`src/rtl/gpc1406_arb.sv`:
```
// Round-robin arbiter sharing one gpc1406_5 counter among NREQ requesters, with a registered valid/ready output.
// Optional macro GPC1406_ARB_SELFCHECK_EN adds a reference-sum checker driving the sticky err flag.

module gpc1406_5 (
    input  logic [5:0] src0,
    input  logic [3:0] src2,
    input  logic       src3,
    output logic [4:0] sum
);
    logic [2:0] cnt0;
    logic [2:0] cnt2;

    // Per-column popcounts, then weighted recombination into the 5-bit result.
    always_comb begin
        cnt0 = 3'(src0[0]) + 3'(src0[1]) + 3'(src0[2])
             + 3'(src0[3]) + 3'(src0[4]) + 3'(src0[5]);
        cnt2 = 3'(src2[0]) + 3'(src2[1]) + 3'(src2[2]) + 3'(src2[3]);
        sum  = 5'(cnt0) + {cnt2, 2'b00} + 5'({src3, 3'b000});
    end
endmodule

module gpc1406_arb #(
    parameter int unsigned NREQ = 4,
    parameter int unsigned IDW  = $clog2(NREQ)
) (
    input  logic                  clk,
    input  logic                  rst,
    input  logic [NREQ-1:0]       req_valid,
    output logic [NREQ-1:0]       req_ready,
    input  logic [6*NREQ-1:0]     req_src0,
    input  logic [4*NREQ-1:0]     req_src2,
    input  logic [NREQ-1:0]       req_src3,
    output logic                  out_valid,
    input  logic                  out_ready,
    output logic [4:0]            out_sum,
    output logic [IDW-1:0]        out_id,
    output logic                  err
);
    localparam int unsigned SUMW = 5;

    logic [IDW-1:0]  ptr;
    logic [IDW-1:0]  grant_idx;
    logic [IDW-1:0]  ptr_next;
    logic            found;
    logic            grant;
    logic [5:0]      sel_src0;
    logic [3:0]      sel_src2;
    logic            sel_src3;
    logic [SUMW-1:0] cnt_sum;

    // Rotating priority search starting at ptr.
    always_comb begin
        found     = 1'b0;
        grant_idx = '0;
        for (int k = 0; k < int'(NREQ); k++) begin
            logic [IDW-1:0] idx;
            idx = IDW'((int'(ptr) + k) % int'(NREQ));
            if (!found && req_valid[idx]) begin
                found     = 1'b1;
                grant_idx = idx;
            end
        end
    end

    // Grant only when the output register is free or draining this cycle; reset masks requests.
    always_comb begin
        grant     = found && (!out_valid || out_ready) && !rst;
        req_ready = grant ? (NREQ'(1) << grant_idx) : '0;
        ptr_next  = IDW'((int'(grant_idx) + 1) % int'(NREQ));
    end

    // NREQ:1 operand mux feeding the shared counter.
    always_comb begin
        sel_src0 = '0;
        sel_src2 = '0;
        sel_src3 = 1'b0;
        for (int k = 0; k < int'(NREQ); k++) begin
            if (grant_idx == IDW'(k)) begin
                sel_src0 = req_src0[6*k +: 6];
                sel_src2 = req_src2[4*k +: 4];
                sel_src3 = req_src3[k];
            end
        end
    end

    gpc1406_5 u_gpc (
        .src0 (sel_src0),
        .src2 (sel_src2),
        .src3 (sel_src3),
        .sum  (cnt_sum)
    );

    always_ff @(posedge clk or posedge rst) begin
        if (rst) begin
            out_valid <= 1'b0;
            out_sum   <= '0;
            out_id    <= '0;
            ptr       <= '0;
        end else if (grant) begin
            out_valid <= 1'b1;
            out_sum   <= cnt_sum;
            out_id    <= grant_idx;
            ptr       <= ptr_next;
        end else if (out_ready) begin
            out_valid <= 1'b0;
        end
    end

`ifdef GPC1406_ARB_SELFCHECK_EN
    logic [SUMW-1:0] ref_sum;

    // Bit-serial reference sum, structurally independent of the counter.
    always_comb begin
        ref_sum = '0;
        for (int i = 0; i < 6; i++) ref_sum = ref_sum + (sel_src0[i] ? SUMW'(1) : SUMW'(0));
        for (int i = 0; i < 4; i++) ref_sum = ref_sum + (sel_src2[i] ? SUMW'(4) : SUMW'(0));
        ref_sum = ref_sum + (sel_src3 ? SUMW'(8) : SUMW'(0));
    end

    always_ff @(posedge clk or posedge rst) begin
        if (rst) begin
            err <= 1'b0;
        end else if (grant && (ref_sum != cnt_sum)) begin
            err <= 1'b1;
        end
    end
`else
    assign err = 1'b0;
`endif

endmodule

```
`config.mk`:
```
export PLATFORM = sky130hd
export DESIGN_NAME = gpc1406_arb
export DESIGN_NICKNAME = d
export VERILOG_FILES = /design/src/rtl/gpc1406_arb.sv
export SDC_FILE = /design/constraint.sdc
export NUM_CORES = 1
export LEC_CHECK = 0
export ABC_AREA = 1
export BUFFER_PORTS_ARGS = -buffer_cell sky130_fd_sc_hd__buf_2
export CAP_MARGIN = 20
export CORE_ASPECT_RATIO = 1.5
export CORE_MARGIN = 1
export CORE_UTILIZATION = 47
export CTS_CLUSTER_SIZE = 10
export DETAILED_ROUTE_END_ITERATION = 8
export PLACE_DENSITY = 0.78
export SLEW_MARGIN = 20
export SYNTH_ARGS = -nofsm -noshare
export SYNTH_HDL_FRONTEND = slang
export SYNTH_SLANG_ARGS = --single-unit
```
`constraint.sdc`:
```
create_clock -name clk -period 6.6 [get_ports clk]
set_clock_uncertainty 0.05 [all_clocks]
set_input_delay 1.32 -clock clk [delete_from_list [all_inputs] [get_ports clk]]
set_output_delay 1.32 -clock clk [all_outputs]
set_load 0.02 [all_outputs]
```
# == Yosys cells after proc, flatten, opt, wreduce, memory -nomap -nowiden ==
# Cells that the tools add are included.
# op_classes
add_sub_neg,14
mul,0
n_div,0
magnitude_cmp,4
n_eq_ne,3
shifts,1
n_mux,31
bitwise_logic,0
reduce_logical,13
# op_table
op,n
$mux W6,4
$mux W4,5
$add A3 B1 Y3,6
$mux W1,14
$lt A2 B3 Y1 const B,4
$bmux W1 S2,4
$mux W2,4
$add A3 B5 Y5,1
$add A5 B4 Y5,1
$logic_and A1 B1 Y1,5
$logic_not A1 Y1,5
$add A1 B1 Y2,2
$add A2 B1 Y2 const B,2
$add A2 B2 Y2 const B,2
$eq A2 B2 Y1 const B,2
$shl A1 B2 Y4 const A,1
$eq A2 B1 Y1 const B,1
$logic_not A2 Y1,1
$reduce_bool A2 Y1,1
$logic_or A1 B1 Y1,1
# totals
register_bits,10
latchBits,0
ramBits,0
mem_bits_ro,0
wordCells,70
memories,0

# == Depth between registers and ports, before layout ==
# depth
ltp_word,24
mapped_depth,27
mapped_depth_nobuf,25

# == By module ==
# From an unflattened synthesis, not the netlist that was laid out.
# unflattened
cells_unflattened,192
area_unflattened_um2,1297.5
# by_module_without_submodules
module,instances,cells_each,area_per_inst_um2,seq_area_each_um2
gpc1406_arb,1,164,1072.3,250.2
gpc1406_5,1,28,225.2,0.0

# == Least setup slack after synthesis ==
# Ideal clock, no wire load.
# synth_timing
path_type,input to register
start,in req_valid[0]
end,reg out_sum[4]
setup_ns,0.122
arrival_time_ns,5.352
slack_ns,1.076
cell_stages,25
path_buffers,1
cell_sequence,inv_1 -> nand2_2 -> nand3_1 -> nand2_2 -> nor2_8 -> nand3_4 -> nand3_1 -> inv_1 -> ha_1 -> inv_1 -> clkbuf_1 -> nand3_1 -> nand2_1 -> o21ai_0 -> a21oi_1 -> ha_1 -> inv_1 -> fa_1 -> inv_1 -> fa_1 -> fa_1 -> ha_1 -> fa_1 -> xnor2_1 -> o21ai_2
# synth_via
elab_chain_cells,24
elab_cells_between_ends,50
classes_between,add/sub (10); eq/ne (3); mux (28); reduce/logical (9)
# synth_lines
item,line_no,rtl
"start, declared",28,"input logic [NREQ-1:0] req_valid,"
$bmux W1 S2,58,if (!found && req_valid[idx]) begin
$mux W1 (implied by the code),58,
$mux W1,58,
$logic_not A1 Y1,58,
$logic_and A1 B1 Y1,58,
$mux W1,58,
$logic_not A1 Y1,58,
$logic_and A1 B1 Y1,58,
(+4 left out),n/a,
named net grant_idx[0],42,logic [IDW-1:0] grant_idx;
$logic_not A2 Y1,78,if (grant_idx == IDW'(k)) begin
$mux W6 (4 in series),78,
$add A1 B1 Y2,15,cnt0 = 3'(src0[0]) + 3'(src0[1]) + 3'(src0[2])
$add A3 B1 Y3,15,
$add A3 B1 Y3 (3 in series),16,+ 3'(src0[3]) + 3'(src0[4]) + 3'(src0[5]);
$add A3 B5 Y5,18,"sum = 5'(cnt0) + {cnt2, 2'b00} + 5'({src3, 3'b000});"
$add A5 B4 Y5 (*),18,
"end signal, assigned",101,out_sum <= cnt_sum;
"end, declared",35,"output logic [4:0] out_sum,"
# The timed path passes the listed nets; every way through them passes the cells marked *. The select of a mux whose other input is x is not followed.
# A chain may end at the register's enable or synchronous reset.

# == Worst setup path in the final report ==
# layout_timing
start,in req_valid[3]
end,reg out_sum[4]
# Same word-level chain as after synthesis.

==> impl_metrics.yaml <==
yosys:
  yosysWarnings: 0
  synth_cell_type_count: 28
  synthFlopType: "dfrtp_1"
  avgSynthCellArea_um2: 6.777
  netlist_area_mm2: 0.001335
  ys_seq_area_frac: 0.1874
  async_flop_share: 1.000
  syn_inst: 197
  ys_ff_latch: 10
  synthesis.nets: 261
  synth_edf_count: 0
critical_path:
  required_ns: 6.67
  crit_slowest_cell: "fa_1"
  path_cells: "buf_2 -> inv_1 -> nand2_1 -> nand3_1 -> nand2_2 -> nor2_8 -> nand3_1 -> nand3_1 -> nand2_1 -> inv_1 -> ha_1 -> inv_1 -> o21ai_0 -> a21oi_1 -> ha_1 -> inv_1 -> fa_1 -> inv_1 -> fa_1 -> fa_1 -> ha_1 -> fa_1 -> xnor2_1 -> o21ai_2"
  cpMostUsedCell: "inv_1"
  cp-end-kind: "flip-flop"
  path_max_fanout: 13
  start_kind: "input pin"
  worstPathArrival_ns: 5.93
  path_class: "in -> reg"
  cpPeakStageDelay_ns: 0.52
  rr_worst_depth: 22
job:
  max_cap_violations: 0
timing:
  fmax_mhz: 170.8
  finalSetupViolations: 0
  min_period_ns: 5.855
  maxSlewViolCount: 0
  finalHoldViolations: 0
  tns_ns: 0
  rsz0062_at_grt: "no"
  fin_crit_sh: 0.8872
floorplan:
  die_h_um: 67.28
  die_x_um: 45.52
  dieArea_mm2: 0.003062
  std_cell_rows: 23
  core-area_mm2: 0.002676
  ios: 64
  start_util: 0.4988
outcome:
  status: "finished, final reports clean"
clock_tree:
  htreeDepth: 1
  post_cts_resized: 0
  cts-hold-fix-buffers: 0
  cts_buffer_depth: 2
  clockRootBuffer: "clkbuf_8"
  insertion_delay_ns: 0.24
  cts_tree: "built"
  clkSlewWorstSetupHoldPaths_ns: 0.04
  post-cts-setup-buffer-count: 0
  cts_sinks: 10
  cts_buffers: 3
hold_path:
  min_path_cells: 2
  hp-class: "reg -> reg"
finish:
  area_growth_pct: 25.77
  antenna_cells: 0
  layout-drive-gt1-share: 0.3425
  nets: 320
  num-fill-cells: 266
global_route:
  grt_pass1_vias: 1392
  grt_start_max_net_pins: 14
  grt-ovfl-total: 0
  grt_pass1_wl_um: 5796
  grt_usage: 0.2581
  antenna_found_initial: 0
route:
  viasPerCell: 5.055
  first_iter_violations: 34
  dr.pass1.iters: 4
  wire_per_inst_um: 12.07
  finalWirelength_um: 3511
  ant_nets: 0
  vias: 1471
  drc: 0
place:
  routabilityCongestion: 0.9189
  hpwl_um: 2809
  io_buffers: 62
layout by cell type, fill, tap and decap left out, drive strengths merged:
master	n
nand3	20
nand4	1
inv	23
nor2	15
nand2	59
a21oi	23
xnor2	1
buf	63
clkbuf	3
o311ai	1
conb	1
fa	5
ha	8
o21ai	19
o211ai	1
clkinv	1
dfrtp	10
cells in the mapped netlist, types with 2 or more instances:
cell type | n | share of area
o21ai_1 | 3 | 0.011
inv_1 | 22 | 0.062
nor2_1 | 13 | 0.037
ha_1 | 8 | 0.075
nand2_4 | 2 | 0.017
nand3_4 | 2 | 0.026
nand3_1 | 17 | 0.064
nand2_2 | 12 | 0.056
fa_1 | 5 | 0.075
a21oi_1 | 23 | 0.086
dfrtp_1 | 10 | 0.19
clkbuf_1 | 6 | 0.017
nand2_1 | 45 | 0.13
o21ai_0 | 15 | 0.056
final cells by class:
class | count | area (um2) | share of cell area
multi-input combinational | 154 | 925.9 | 0.5514
inverter | 24 | 97.59 | 0.05812
clock buffer | 3 | 41.29 | 0.02459
timing repair buffer | 63 | 317.8 | 0.1893
sequential | 10 | 250.2 | 0.1490
tap | 37 | 46.29 | 0.02757
state kept, by name (all words and copies together) (netlist names):
| signal | count |
|---|---|
| out_sum | 5 |
| out_id | 2 |
| ptr | 2 |
| out_valid | 1 |
kinds of logic after synthesis:
group / share of synthesized area
other: 0.002809
adders and majority gates: 0.1500
buffers and inverters: 0.1190
DFF: 0.1874
AOI/OAI and AO/OA: 0.1724
xor gates and xnor gates: 0.006562
and+or+nand+nor: 0.3618
critical path, delay by kind of cell:
kind / cells / cell delay (ns)
buffers and inverters: 6 / 0.59
and+or+nand+nor: 7 / 0.78
AOI/OAI and AO/OA: 3 / 0.44
xor gates and xnor gates: 1 / 0.18
adders and majority gates: 7 / 2.60
routing by layer:
layer / global-route usage / vias to the layer above / share of wire
met3: 0.008021 / 9 / 0.048
met2: 0.4714 / 64 / 0.53
met5: 0 / - / 0
met4: 0.1288 / 0 / 0.033
li1: - / 750 / -
met1: 0.2930 / 648 / 0.39
final timing paths:
kind	startpoint	to	slack [ns]
max	req_valid[3]	out_sum[4]$_DFFE_PP0P_	0.74
min	out_sum[3]$_DFFE_PP0P_	out_sum[3]$_DFFE_PP0P_	0.44
max reg2reg	ptr[0]$_DFFE_PP0P_	out_sum[4]$_DFFE_PP0P_	1.29
min reg2reg	out_sum[3]$_DFFE_PP0P_	out_sum[3]$_DFFE_PP0P_	0.44
max in group asynchronous	rst	out_sum[4]$_DFFE_PP0P_	5.12
min in group asynchronous	rst	out_sum[2]$_DFFE_PP0P_	1.05
through the flow:
stage,cell area [um2],worst slack [ns],hold WS (ns),util,instances
floorplan,1335,1.076,0.5332,-,197
global route,1679,0.3469,0.4572,0.6274,291
detailed placement,1638,0.5229,0.4217,0.6120,288
finish,1679,0.7446,0.4364,0.6274,291
global placement,1638,0.5716,0.4134,0.6120,288
CTS,1679,0.7536,0.4376,0.6274,291
Power is not shown: default switching activity piles up to over one toggle a cycle in this logic, so the estimate is an artifact.
